## src/rtl/dm_router_pkg.sv

```systemverilog
// Shared types and constants for the core data-port router.
package dm_router_pkg;

  typedef enum logic [2:0] {
    TGT_PERIPH = 3'd0,
    TGT_STACK  = 3'd1,
    TGT_MBOX   = 3'd2,
    TGT_TCDM   = 3'd3,
    TGT_ERR    = 3'd4
  } target_e;

  localparam logic [3:0] MBOX_EXIT_OFF = 4'h0;
  localparam logic [3:0] MBOX_CHAR_OFF = 4'h4;

endpackage

```

## src/rtl/dm_router_tgt_fifo.sv

```systemverilog
// In-flight target FIFO: remembers which target owns each outstanding request.
module dm_router_tgt_fifo
  import dm_router_pkg::*;
#(
  parameter int unsigned DEPTH = 2
) (
  input  logic    clk_i,
  input  logic    rst_ni,
  input  logic    push_i,
  input  target_e data_i,
  input  logic    pop_i,
  output logic    full_o,
  output logic    empty_o,
  output target_e head_o,
  output target_e tail_o
);

  localparam int unsigned PTR_W = (DEPTH > 1) ? $clog2(DEPTH) : 1;
  localparam int unsigned CNT_W = $clog2(DEPTH + 1);

  target_e            mem_q [DEPTH];
  target_e            tail_q;
  logic [PTR_W-1:0]   rd_ptr_q, wr_ptr_q;
  logic [CNT_W-1:0]   cnt_q;
  logic               do_push, do_pop;

  function automatic logic [PTR_W-1:0] next_ptr(input logic [PTR_W-1:0] p);
    return (p == PTR_W'(DEPTH - 1)) ? '0 : p + PTR_W'(1);
  endfunction

  assign full_o  = (cnt_q == CNT_W'(DEPTH));
  assign empty_o = (cnt_q == '0);
  assign head_o  = mem_q[rd_ptr_q];
  assign tail_o  = tail_q;
  assign do_push = push_i && !full_o;
  assign do_pop  = pop_i && !empty_o;

  // Circular storage, pointers and occupancy count.
  always_ff @(posedge clk_i) begin
    if (!rst_ni) begin
      for (int i = 0; i < int'(DEPTH); i++) mem_q[i] <= TGT_PERIPH;
      tail_q   <= TGT_PERIPH;
      rd_ptr_q <= '0;
      wr_ptr_q <= '0;
      cnt_q    <= '0;
    end else begin
      if (do_push) begin
        mem_q[wr_ptr_q] <= data_i;
        tail_q          <= data_i;
        wr_ptr_q        <= next_ptr(wr_ptr_q);
      end
      if (do_pop) rd_ptr_q <= next_ptr(rd_ptr_q);
      if (do_push && !do_pop)      cnt_q <= cnt_q + CNT_W'(1);
      else if (!do_push && do_pop) cnt_q <= cnt_q - CNT_W'(1);
    end
  end

endmodule

```

## src/rtl/dm_core_data_router.sv

```systemverilog
// Routes core data requests to HWPE periph / stack / TCDM / mailbox / error sink
// and returns responses strictly in request order.
module dm_core_data_router
  import dm_router_pkg::*;
#(
  parameter int unsigned HWPE_ADDR_BASE_BIT = 20,
  parameter logic [11:0] STACK_PREFIX       = 12'h1c0,
  parameter logic [7:0]  MBOX_PREFIX        = 8'h80,
  parameter int unsigned MAX_OUTSTANDING    = 2
) (
  input  logic        clk_i,
  input  logic        rst_ni,
  input  logic        data_req_i,
  input  logic        data_we_i,
  input  logic [3:0]  data_be_i,
  input  logic [31:0] data_addr_i,
  input  logic [31:0] data_wdata_i,
  output logic        data_gnt_o,
  output logic        data_rvalid_o,
  output logic        data_err_o,
  output logic [31:0] data_rdata_o,
  output logic        periph_req_o,
  output logic [31:0] periph_add_o,
  output logic        periph_wen_o,
  output logic [3:0]  periph_be_o,
  output logic [31:0] periph_data_o,
  input  logic        periph_gnt_i,
  input  logic [31:0] periph_r_data_i,
  input  logic        periph_r_valid_i,
  output logic        stack_req_o,
  output logic [31:0] stack_add_o,
  output logic        stack_wen_o,
  output logic [3:0]  stack_be_o,
  output logic [31:0] stack_data_o,
  input  logic        stack_gnt_i,
  input  logic [31:0] stack_r_data_i,
  input  logic        stack_r_valid_i,
  output logic        tcdm_req_o,
  output logic [31:0] tcdm_add_o,
  output logic        tcdm_wen_o,
  output logic [3:0]  tcdm_be_o,
  output logic [31:0] tcdm_data_o,
  input  logic        tcdm_gnt_i,
  input  logic [31:0] tcdm_r_data_i,
  input  logic        tcdm_r_valid_i,
  output logic [31:0] exit_code_o,
  output logic        exit_valid_o,
  output logic [7:0]  char_o,
  output logic        char_valid_o,
  output logic        protocol_err_o
);

  target_e     tgt_sel, fifo_head, fifo_tail;
  logic        fifo_full, fifo_empty, blocked, req_ok, local_gnt;
  logic [3:0]  mbox_off;
  logic        unexpected;

  logic        lrsp_valid_q, lrsp_valid_d, lrsp_err_q, lrsp_err_d;
  logic [31:0] lrsp_rdata_q, lrsp_rdata_d;
  logic [31:0] exit_code_q, exit_code_d;
  logic        exit_valid_q, exit_valid_d;
  logic [7:0]  char_q, char_d;
  logic        char_valid_q, char_valid_d;
  logic        perr_q, perr_d;

  assign mbox_off = data_addr_i[3:0];

  // Address decode in priority order.
  always_comb begin
    tgt_sel = TGT_ERR;
    if (data_addr_i[HWPE_ADDR_BASE_BIT])                                    tgt_sel = TGT_PERIPH;
    else if (data_addr_i[31:20] == STACK_PREFIX && data_addr_i[19:18] == 2'b01) tgt_sel = TGT_STACK;
    else if (data_addr_i[31:24] == MBOX_PREFIX)                             tgt_sel = TGT_MBOX;
    else if (data_addr_i[31:24] != 8'h00)                                   tgt_sel = TGT_TCDM;
  end

  // A new request may only follow outstanding ones to the same target.
  assign blocked = fifo_full || (!fifo_empty && tgt_sel != fifo_tail);
  assign req_ok  = data_req_i && !blocked;

  assign periph_req_o  = req_ok && (tgt_sel == TGT_PERIPH);
  assign stack_req_o   = req_ok && (tgt_sel == TGT_STACK);
  assign tcdm_req_o    = req_ok && (tgt_sel == TGT_TCDM);
  assign local_gnt     = req_ok && (tgt_sel == TGT_MBOX || tgt_sel == TGT_ERR);
  assign data_gnt_o    = (periph_req_o && periph_gnt_i) || (stack_req_o && stack_gnt_i) ||
                         (tcdm_req_o && tcdm_gnt_i) || local_gnt;

  assign periph_add_o  = data_addr_i;
  assign periph_wen_o  = ~data_we_i;
  assign periph_be_o   = data_be_i;
  assign periph_data_o = data_wdata_i;
  assign stack_add_o   = data_addr_i;
  assign stack_wen_o   = ~data_we_i;
  assign stack_be_o    = data_be_i;
  assign stack_data_o  = data_wdata_i;
  assign tcdm_add_o    = data_addr_i;
  assign tcdm_wen_o    = ~data_we_i;
  assign tcdm_be_o     = data_be_i;
  assign tcdm_data_o   = data_wdata_i;

  dm_router_tgt_fifo #(.DEPTH(MAX_OUTSTANDING)) u_fifo (
    .clk_i   (clk_i),
    .rst_ni  (rst_ni),
    .push_i  (data_req_i && data_gnt_o),
    .data_i  (tgt_sel),
    .pop_i   (data_rvalid_o),
    .full_o  (fifo_full),
    .empty_o (fifo_empty),
    .head_o  (fifo_head),
    .tail_o  (fifo_tail)
  );

  // Response mux: only the head target may answer the core.
  always_comb begin
    data_rvalid_o = 1'b0;
    data_err_o    = 1'b0;
    data_rdata_o  = '0;
    if (!fifo_empty) begin
      unique case (fifo_head)
        TGT_PERIPH: begin data_rvalid_o = periph_r_valid_i; data_rdata_o = periph_r_data_i; end
        TGT_STACK:  begin data_rvalid_o = stack_r_valid_i;  data_rdata_o = stack_r_data_i;  end
        TGT_TCDM:   begin data_rvalid_o = tcdm_r_valid_i;   data_rdata_o = tcdm_r_data_i;   end
        default:    begin
          data_rvalid_o = lrsp_valid_q;
          data_err_o    = lrsp_valid_q && lrsp_err_q;
          data_rdata_o  = lrsp_rdata_q;
        end
      endcase
      if (!data_rvalid_o) data_rdata_o = '0;
    end
  end

  assign unexpected = (periph_r_valid_i && (fifo_empty || fifo_head != TGT_PERIPH)) ||
                      (stack_r_valid_i  && (fifo_empty || fifo_head != TGT_STACK))  ||
                      (tcdm_r_valid_i   && (fifo_empty || fifo_head != TGT_TCDM));

  // Next state of the local (mailbox/error) response and mailbox registers.
  always_comb begin
    lrsp_valid_d = local_gnt;
    lrsp_err_d   = local_gnt && (tgt_sel == TGT_ERR);
    lrsp_rdata_d = (local_gnt && tgt_sel == TGT_MBOX && !data_we_i && mbox_off == MBOX_EXIT_OFF)
                   ? exit_code_q : '0;
    exit_code_d  = exit_code_q;
    exit_valid_d = exit_valid_q;
    char_d       = char_q;
    char_valid_d = 1'b0;
    perr_d       = perr_q || unexpected;
    if (local_gnt && tgt_sel == TGT_MBOX && data_we_i) begin
      if (mbox_off == MBOX_EXIT_OFF) begin
        exit_code_d  = data_wdata_i;
        exit_valid_d = 1'b1;
      end
      if (mbox_off == MBOX_CHAR_OFF) begin
        char_d       = data_wdata_i[7:0];
        char_valid_d = 1'b1;
      end
    end
  end

  // Local response, mailbox and sticky error registers.
  always_ff @(posedge clk_i) begin
    if (!rst_ni) begin
      lrsp_valid_q <= 1'b0;
      lrsp_err_q   <= 1'b0;
      lrsp_rdata_q <= '0;
      exit_code_q  <= '0;
      exit_valid_q <= 1'b0;
      char_q       <= '0;
      char_valid_q <= 1'b0;
      perr_q       <= 1'b0;
    end else begin
      lrsp_valid_q <= lrsp_valid_d;
      lrsp_err_q   <= lrsp_err_d;
      lrsp_rdata_q <= lrsp_rdata_d;
      exit_code_q  <= exit_code_d;
      exit_valid_q <= exit_valid_d;
      char_q       <= char_d;
      char_valid_q <= char_valid_d;
      perr_q       <= perr_d;
    end
  end

  assign exit_code_o    = exit_code_q;
  assign exit_valid_o   = exit_valid_q;
  assign char_o         = char_q;
  assign char_valid_o   = char_valid_q;
  assign protocol_err_o = perr_q;

endmodule
```

## config.mk

```make
export PLATFORM = sky130hd
export DESIGN_NAME = dm_core_data_router
export DESIGN_NICKNAME = d
export VERILOG_FILES = /design/src/rtl/dm_router_pkg.sv /design/src/rtl/dm_router_tgt_fifo.sv /design/src/rtl/dm_core_data_router.sv
export SDC_FILE = /design/constraint.sdc
export NUM_CORES = 1
export LEC_CHECK = 0
export ABC_AREA = 1
export CAP_MARGIN = 0
export CORE_AREA = 5 5 178 180
export DETAILED_ROUTE_END_ITERATION = 10
export DIE_AREA = 0 0 183 185
export PLACE_DENSITY = 0.53
export SETUP_SLACK_MARGIN = 0.3
export SYNTH_ARGS = -nofsm -noshare
export SYNTH_HDL_FRONTEND = slang
export SYNTH_SLANG_ARGS = --single-unit
export TNS_END_PERCENT = 5
```

## constraint.sdc

```tcl
create_clock -name clk_i -period 6.6 [get_ports clk_i]
set_input_delay 0.99 -clock clk_i [delete_from_list [all_inputs] [get_ports clk_i]]
set_output_delay 0.99 -clock clk_i [all_outputs]
set_load 0.01 [all_outputs]
```

==> impl_results.md, run 1 <==
- Minimum clock period: 4.38 ns
- Met3 Routed Length: 1170 um
- Post-DP HPWL: 18900 um
- Period Utilization, post-route: 66.4%
- Core area: 0.0300 sq mm
- CTS Sinks: 91
- Post-CTS Resized: 0
- Detail Route met2 WL: 10900 um
- F_max: 228 MHz
- Cell taking the most area after synthesis: dfxtp_1
- Final Wtd Congestion: 0.829
- CTS buffer count: 9
- TritonRoute pass-1 iters: 4
- # rows: 64
- Final Power: 1800 uW
- Post-route core utilization: 29.2%
- Final Slew Violations: 0
- PwrDens: 206 mW/mm^2
- Clk_lat worst skew: 0.35 ns
- Fin Setup TNS: 0 ns
- Initial drt markers: 247
- Die width: 183 um
- Req. time, crit path: 5.61 ns
- Gr ovfl total: 0
- Gate Count Post-Synth: 794
- Critical path arrival: 3.39 ns
- Syn Nets: 969
- Clk slew on worst S/H paths: 0.07 ns
- Fillcell total: 3255
- Antenna violations before repair: 1
- Maxcap violations: 0
- ANT nets after route: 0
- Ys Warns: 0
- Drt wl/cell: 17.1 um
- Post-synthesis sequential area ratio: 32.9%
- Clk root buf: clkbuf_16
- Critical path peak fanout: 33
- Commonest non-fill, non-tap cells in the layout: 388 x clkdlybuf4s50_1, 145 x nor2_1, 102 x nand2_1, 85 x dfxtp_1, 58 x inv_1
- Die extent in y: 185 um
- Final Hold Viols: 0
- Initial core utilization: 19.0%
- Top routing layer used: met4
- Max_slew headroom: 38.6%
- Die Footprint: 0.0339 sq mm
- Vias per cell: 3.90
- # IOs: 462
- FF+latch count, synth: 91
- P&R area growth vs syn: 53.3%
- Synth Area per Inst: 7.19 sq um
- Worst-margin pin slew: 0.920 ns
- Status: complete, no violations
- CTS max path bufs: 2
- TritonCTS clock tree: built
- Design Area, Final: 0.00876 sq mm
- Hold buffer count at CTS: 0
- Skew final: 0.0118 ns
- I/O Buffers: 389
- Largest net degree at the start of global routing: 54
- Worst setup EP type: output pin
- Cell leakage power: 0.00305 uW
- Global Route Usage Sum: 12.8%
- Commonest non-fill, non-tap cell in the layout: clkdlybuf4s50_1
- Max IR drop VDD: 0.107 mV
- Residual DRC: 0
- # Post-CTS Setup Buffers: 0
- Vias in the first global route: 5521
- Via count: 5317
- Final Net Count: 1137
- Layout cells sized above 1: 3.83%
- CP Launch Type: register
- RSZ-0062 raised after global routing: false
- Synth Cell Area: 0.00571 sq mm
- Post-synth top area share: 29.8%
- Post-Route WL: 23400 um
- Met1 WL: 10000 um
- Final setup viols: 0
- Hold Path Class: reg -> reg
- H-tree Lvls: 3
- Worst setup path category: reg -> out
- Dominant cells by area after synthesis: dfxtp_1 30%, buf_4 27%, nor2_1 9.6%, nand2_1 6.7%, a22oi_1 4.3%
- Netlist cell types: 32
- Worst hold slack: 0.448 ns
- Placed Area: 0.00844 sq mm
- Global-route wire length before repair: 33100 um
cells by family (layout without fill, tap and decap cells):
family,count (synthesis),after routing,synth area share [%]
other cells,0,1,0
buf+inv,296,469,33.6
flops,91,91,32.9
fa+ha+maj,1,1,0.219
compound gates,123,123,13.0
simple gates,283,283,20.2
cell usage after synthesis:
cell,number
a21oi_1,6
a22oi_1,33
a31oi_1,32
buf_1,1
buf_2,6
buf_4,206
buf_6,3
clkbuf_1,17
clkbuf_2,3
clkinv_2,1
dfxtp_1,85
edfxtp_1,6
ha_1,1
inv_1,58
inv_2,1
nand2_1,102
nand2_2,4
nand2_4,2
nand3_1,10
nand3_2,2
nand4_1,4
nor2_1,146
nor2_2,3
nor2_4,1
nor3_1,5
nor3b_1,1
nor4_1,1
o21ai_0,27
o21ai_1,23
o31ai_1,2
or2_1,1
or2_2,1
routing by layer:
layer,GRT usage [%],vias to the layer above
li1,-,2680
met1,16.1,2379
met2,20.7,181
met3,2.08,77
met4,7.63,0
met5,0,-
final cells by class:
| cell class | count | area (sq um) | share of cell area [%] |
|---|---|---|---|
| repair buffers | 393 | 3920 | 44.8 |
| multi-input cells | 407 | 1910 | 21.8 |
| flip-flops and latches | 91 | 1880 | 21.5 |
| well taps | 396 | 495 | 5.66 |
| inverters | 60 | 226 | 2.59 |
| clock buffers | 9 | 225 | 2.57 |
| clock inverters | 7 | 92.6 | 1.06 |
| diodes | 1 | 2.50 | 0.0286 |
stage by stage:
| step | setup WS (ns) | instances |
|---|---|---|
| after floorplan | 3.36 | 794 |
| after global placement | 2.25 | 1347 |
| after detailed placement | 2.22 | 1347 |
| after CTS | 2.18 | 1363 |
| after global routing | 1.94 | 1364 |
| final | 2.22 | 1364 |
worst max-delay path: stages, from the launching register on:
cell and delay, ns:
dfxtp_1 0.35, o21ai_1 0.33, nand2_1 0.16, nor2_2 0.10, buf_4 0.36, a22oi_1 0.15
nand3_1 0.09, o21ai_1 0.07, nor2_2 0.22, inv_2 0.31, a31oi_1 0.27, clkdlybuf4s50_1 0.59
state kept, by name, summed over array words and instances (netlist names), named ones only:
| name | count |
|---|---|
| exit_valid_o | 1 |
| u_fifo.cnt_q | 2 |
| u_fifo.mem_q | 6 |
| lrsp_rdata_q | 32 |
| char_valid_o | 1 |
| protocol_err_o | 1 |
| exit_code_o | 32 |
| char_o | 8 |
| u_fifo.wr_ptr_q | 1 |
| lrsp_valid_q | 1 |
| lrsp_err_q | 1 |
| u_fifo.tail_o | 3 |
| u_fifo.rd_ptr_q | 1 |
final timing paths:
path / start / end / slack [ns] / cells after the start
max: register / data_rdata_o[2] / 2.22 / 11
min: exit_code_o[8]$_SDFFE_PN0P_ / lrsp_rdata_q[8]$_SDFF_PN0_ / 0.45 / 2
max reg2reg: register / u_fifo.cnt_q[1]$_SDFFE_PN0P_ / 3.50 / 14
min reg2reg: exit_code_o[8]$_SDFFE_PN0P_ / lrsp_rdata_q[8]$_SDFF_PN0_ / 0.45 / 2
report_power, final:
group | leakage [uW] | internal (uW) | switching, uW
clock network | 0.000157 | 305 | 245
registers | 0.000748 | 572 | 14.6
logic | 0.00214 | 303 | 362
total | 0.00305 | 1180 | 621
Note: power is estimated with default switching activity, not from simulation.
==> inputs of run 2 (changes only) <==
CORE_AREA = 5 5 176 178   (was 5 5 178 180)
DIE_AREA = 0 0 181 183   (was 0 0 183 185)
PLACE_DENSITY = 0.54   (was 0.53)
clock period = 4.41 ns   (was 6.6 ns; I/O delays follow)
==> impl_results.md, run 2 (synthesized netlist as in run 1, its figures left out) <==
- Status: complete, no violations
- Worst setup EP type: output pin
- Drt wl/cell: 17.0 um
- Vias per cell: 3.88
- Cell leakage power: 0.00306 uW
- Final setup viols: 0
- Layout cells sized above 1: 4.12%
- Clk slew on worst S/H paths: 0.08 ns
- Die width: 181 um
- Req. time, crit path: 3.75 ns
- Global-route wire length before repair: 33500 um
- Fin Setup TNS: 0 ns
- Residual DRC: 0
- Critical path arrival: 3.11 ns
- Placement Setup Slack: 0.646 ns
- Clk root buf: clkbuf_16
- Hold buffer count at CTS: 0
- P&R area growth vs syn: 53.4%
- Max_slew headroom: 43.1%
- Die extent in y: 183 um
- I/O Buffers: 389
- # IOs: 462
- RSZ-0062 raised after global routing: false
- Fillcell total: 3107
- Worst-margin pin slew: 0.853 ns
- Hold Path Class: reg -> reg
- Post-Route WL: 23100 um
- Antenna violations before repair: 1
- Final Power: 2660 uW
- Clk_lat worst skew: 0.35 ns
- ANT nets after route: 0
- Die Footprint: 0.0331 sq mm
- Maxcap violations: 0
- CTS max path bufs: 2
- Commonest non-fill, non-tap cell in the layout: clkdlybuf4s50_1
- Slowest cell on crit path: clkdlybuf4s50_1
- Placed Area: 0.00845 sq mm
- # rows: 63
- Initial core utilization: 19.5%
- Via count: 5282
- TritonRoute pass-1 iters: 6
- Final Slew Violations: 0
- CTS buffer count: 9
- Final worst slack: 0.634 ns
- F_max: 265 MHz
- H-tree Lvls: 3
- Final Hold Viols: 0
- # Post-CTS Setup Buffers: 0
- Initial drt markers: 201
- Cell mode on critical path: nand2_1
- Gr ovfl total: 0
- CP Launch Type: primary input
- Crit path largest cell delay: 0.59 ns
- Worst setup path category: in -> out
- Minimum clock period: 3.78 ns
- Design Area, Final: 0.00876 sq mm
- Cell family with most CP delay: simple AND/OR/NAND/NOR gates
- Largest net degree at the start of global routing: 54
- Core area: 0.0292 sq mm
- Post-CTS Resized: 0
- Final Wtd Congestion: 0.787
- Final Net Count: 1140
- Worst Path Buf+Inv: 3
- Vias in the first global route: 5367
- Commonest non-fill, non-tap cells in the layout: 388 x clkdlybuf4s50_1, 145 x nor2_1, 102 x nand2_1, 85 x dfxtp_1, 58 x inv_1
- Critical path peak fanout: 6
- Max IR drop VDD: 0.160 mV
- Period Utilization, post-route: 85.6%
- Global Route Usage Sum: 13.0%
- Skew final: 0.0138 ns
- CTS Sinks: 91
- TritonCTS clock tree: built
- CP cell instances: clkdlybuf4s50_1 > nor2_1 > nand2_1 > nor2_2 > nand2_1 > nand2_1 > nand2_1 > inv_1 > nand3_2 > nand2_4 > nand2_1 > nor3_1 > clkdlybuf4s50_1
- Post-DP HPWL: 18900 um
- PwrDens: 304 mW/mm^2
==> run 2: changes by cell type in the layout (fill, tap and decap cells not counted) <==
cell | before | now
inv_4 | 1 | 0
clkinv_8 | 1 | 2
bufinv_16 | 1 | 0
buf_4 | 4 | 7
clkinv_4 | 1 | 3
inv_6 | 1 | 0
==> run 2: metrics by stage <==
step / hold slack, ns / utilization (%) / instances
6_report: 0.452 / 30.0 / 1361
5_1_grt: 0.471 / 29.9 / 1360
4_1_cts: 0.454 / 29.9 / 1360
3_5_place_dp: 0.441 / 28.9 / 1344
3_3_place_gp: 0.438 / 28.9 / 1344
2_1_floorplan: 0.426 / - / 794
==> run 2: final cells by class <==
class / count / area [sq um] / area share, %
antenna: 1 / 2.50 / 0.0286
clock buffer: 9 / 225 / 2.57
clock inverter: 7 / 81.3 / 0.928
inverter: 60 / 226 / 2.59
multi-input combinational: 407 / 1910 / 21.8
sequential: 91 / 1880 / 21.5
tap: 390 / 488 / 5.57
timing repair buffer: 396 / 3940 / 45.0
==> run 2: power by group <==
part           internal (uW)  switching (uW)  total [uW]
sequential               856            22.3         879
combinational            464             541        1000
clock                    403             374         777
==> run 2: final timing paths <==
path	start	endpoint	slack, ns	cells past startpoint
max reg2reg	u_fifo.mem_q[0][2]$_SDFFCE_PN0P_	u_fifo.cnt_q[1]$_SDFFE_PN0P_	1.52	13
min reg2reg	exit_code_o[11]$_SDFFE_PN0P_	lrsp_rdata_q[11]$_SDFF_PN0_	0.45	2
min	exit_code_o[11]$_SDFFE_PN0P_	lrsp_rdata_q[11]$_SDFF_PN0_	0.45	2
max	data_addr_i[30]	tcdm_req_o	0.63	13
==> run 2: worst reg2reg max path: cells and delay by family (launching register included) <==
kind | cells | cell delay [ns]
flops | 1 | 0.37
simple gates | 4 | 0.52
buf+inv | 2 | 0.75
compound gates | 6 | 0.86
fa+ha+maj | 1 | 0.26
==> run 2: routing by layer <==
metal	vias up	track usage, %	routed length (um)
met5	-	0	0
met4	0	6.06	933
met3	62	2.88	1320
met2	190	21.3	11000
met1	2352	16.3	9900
li1	2678	-	-
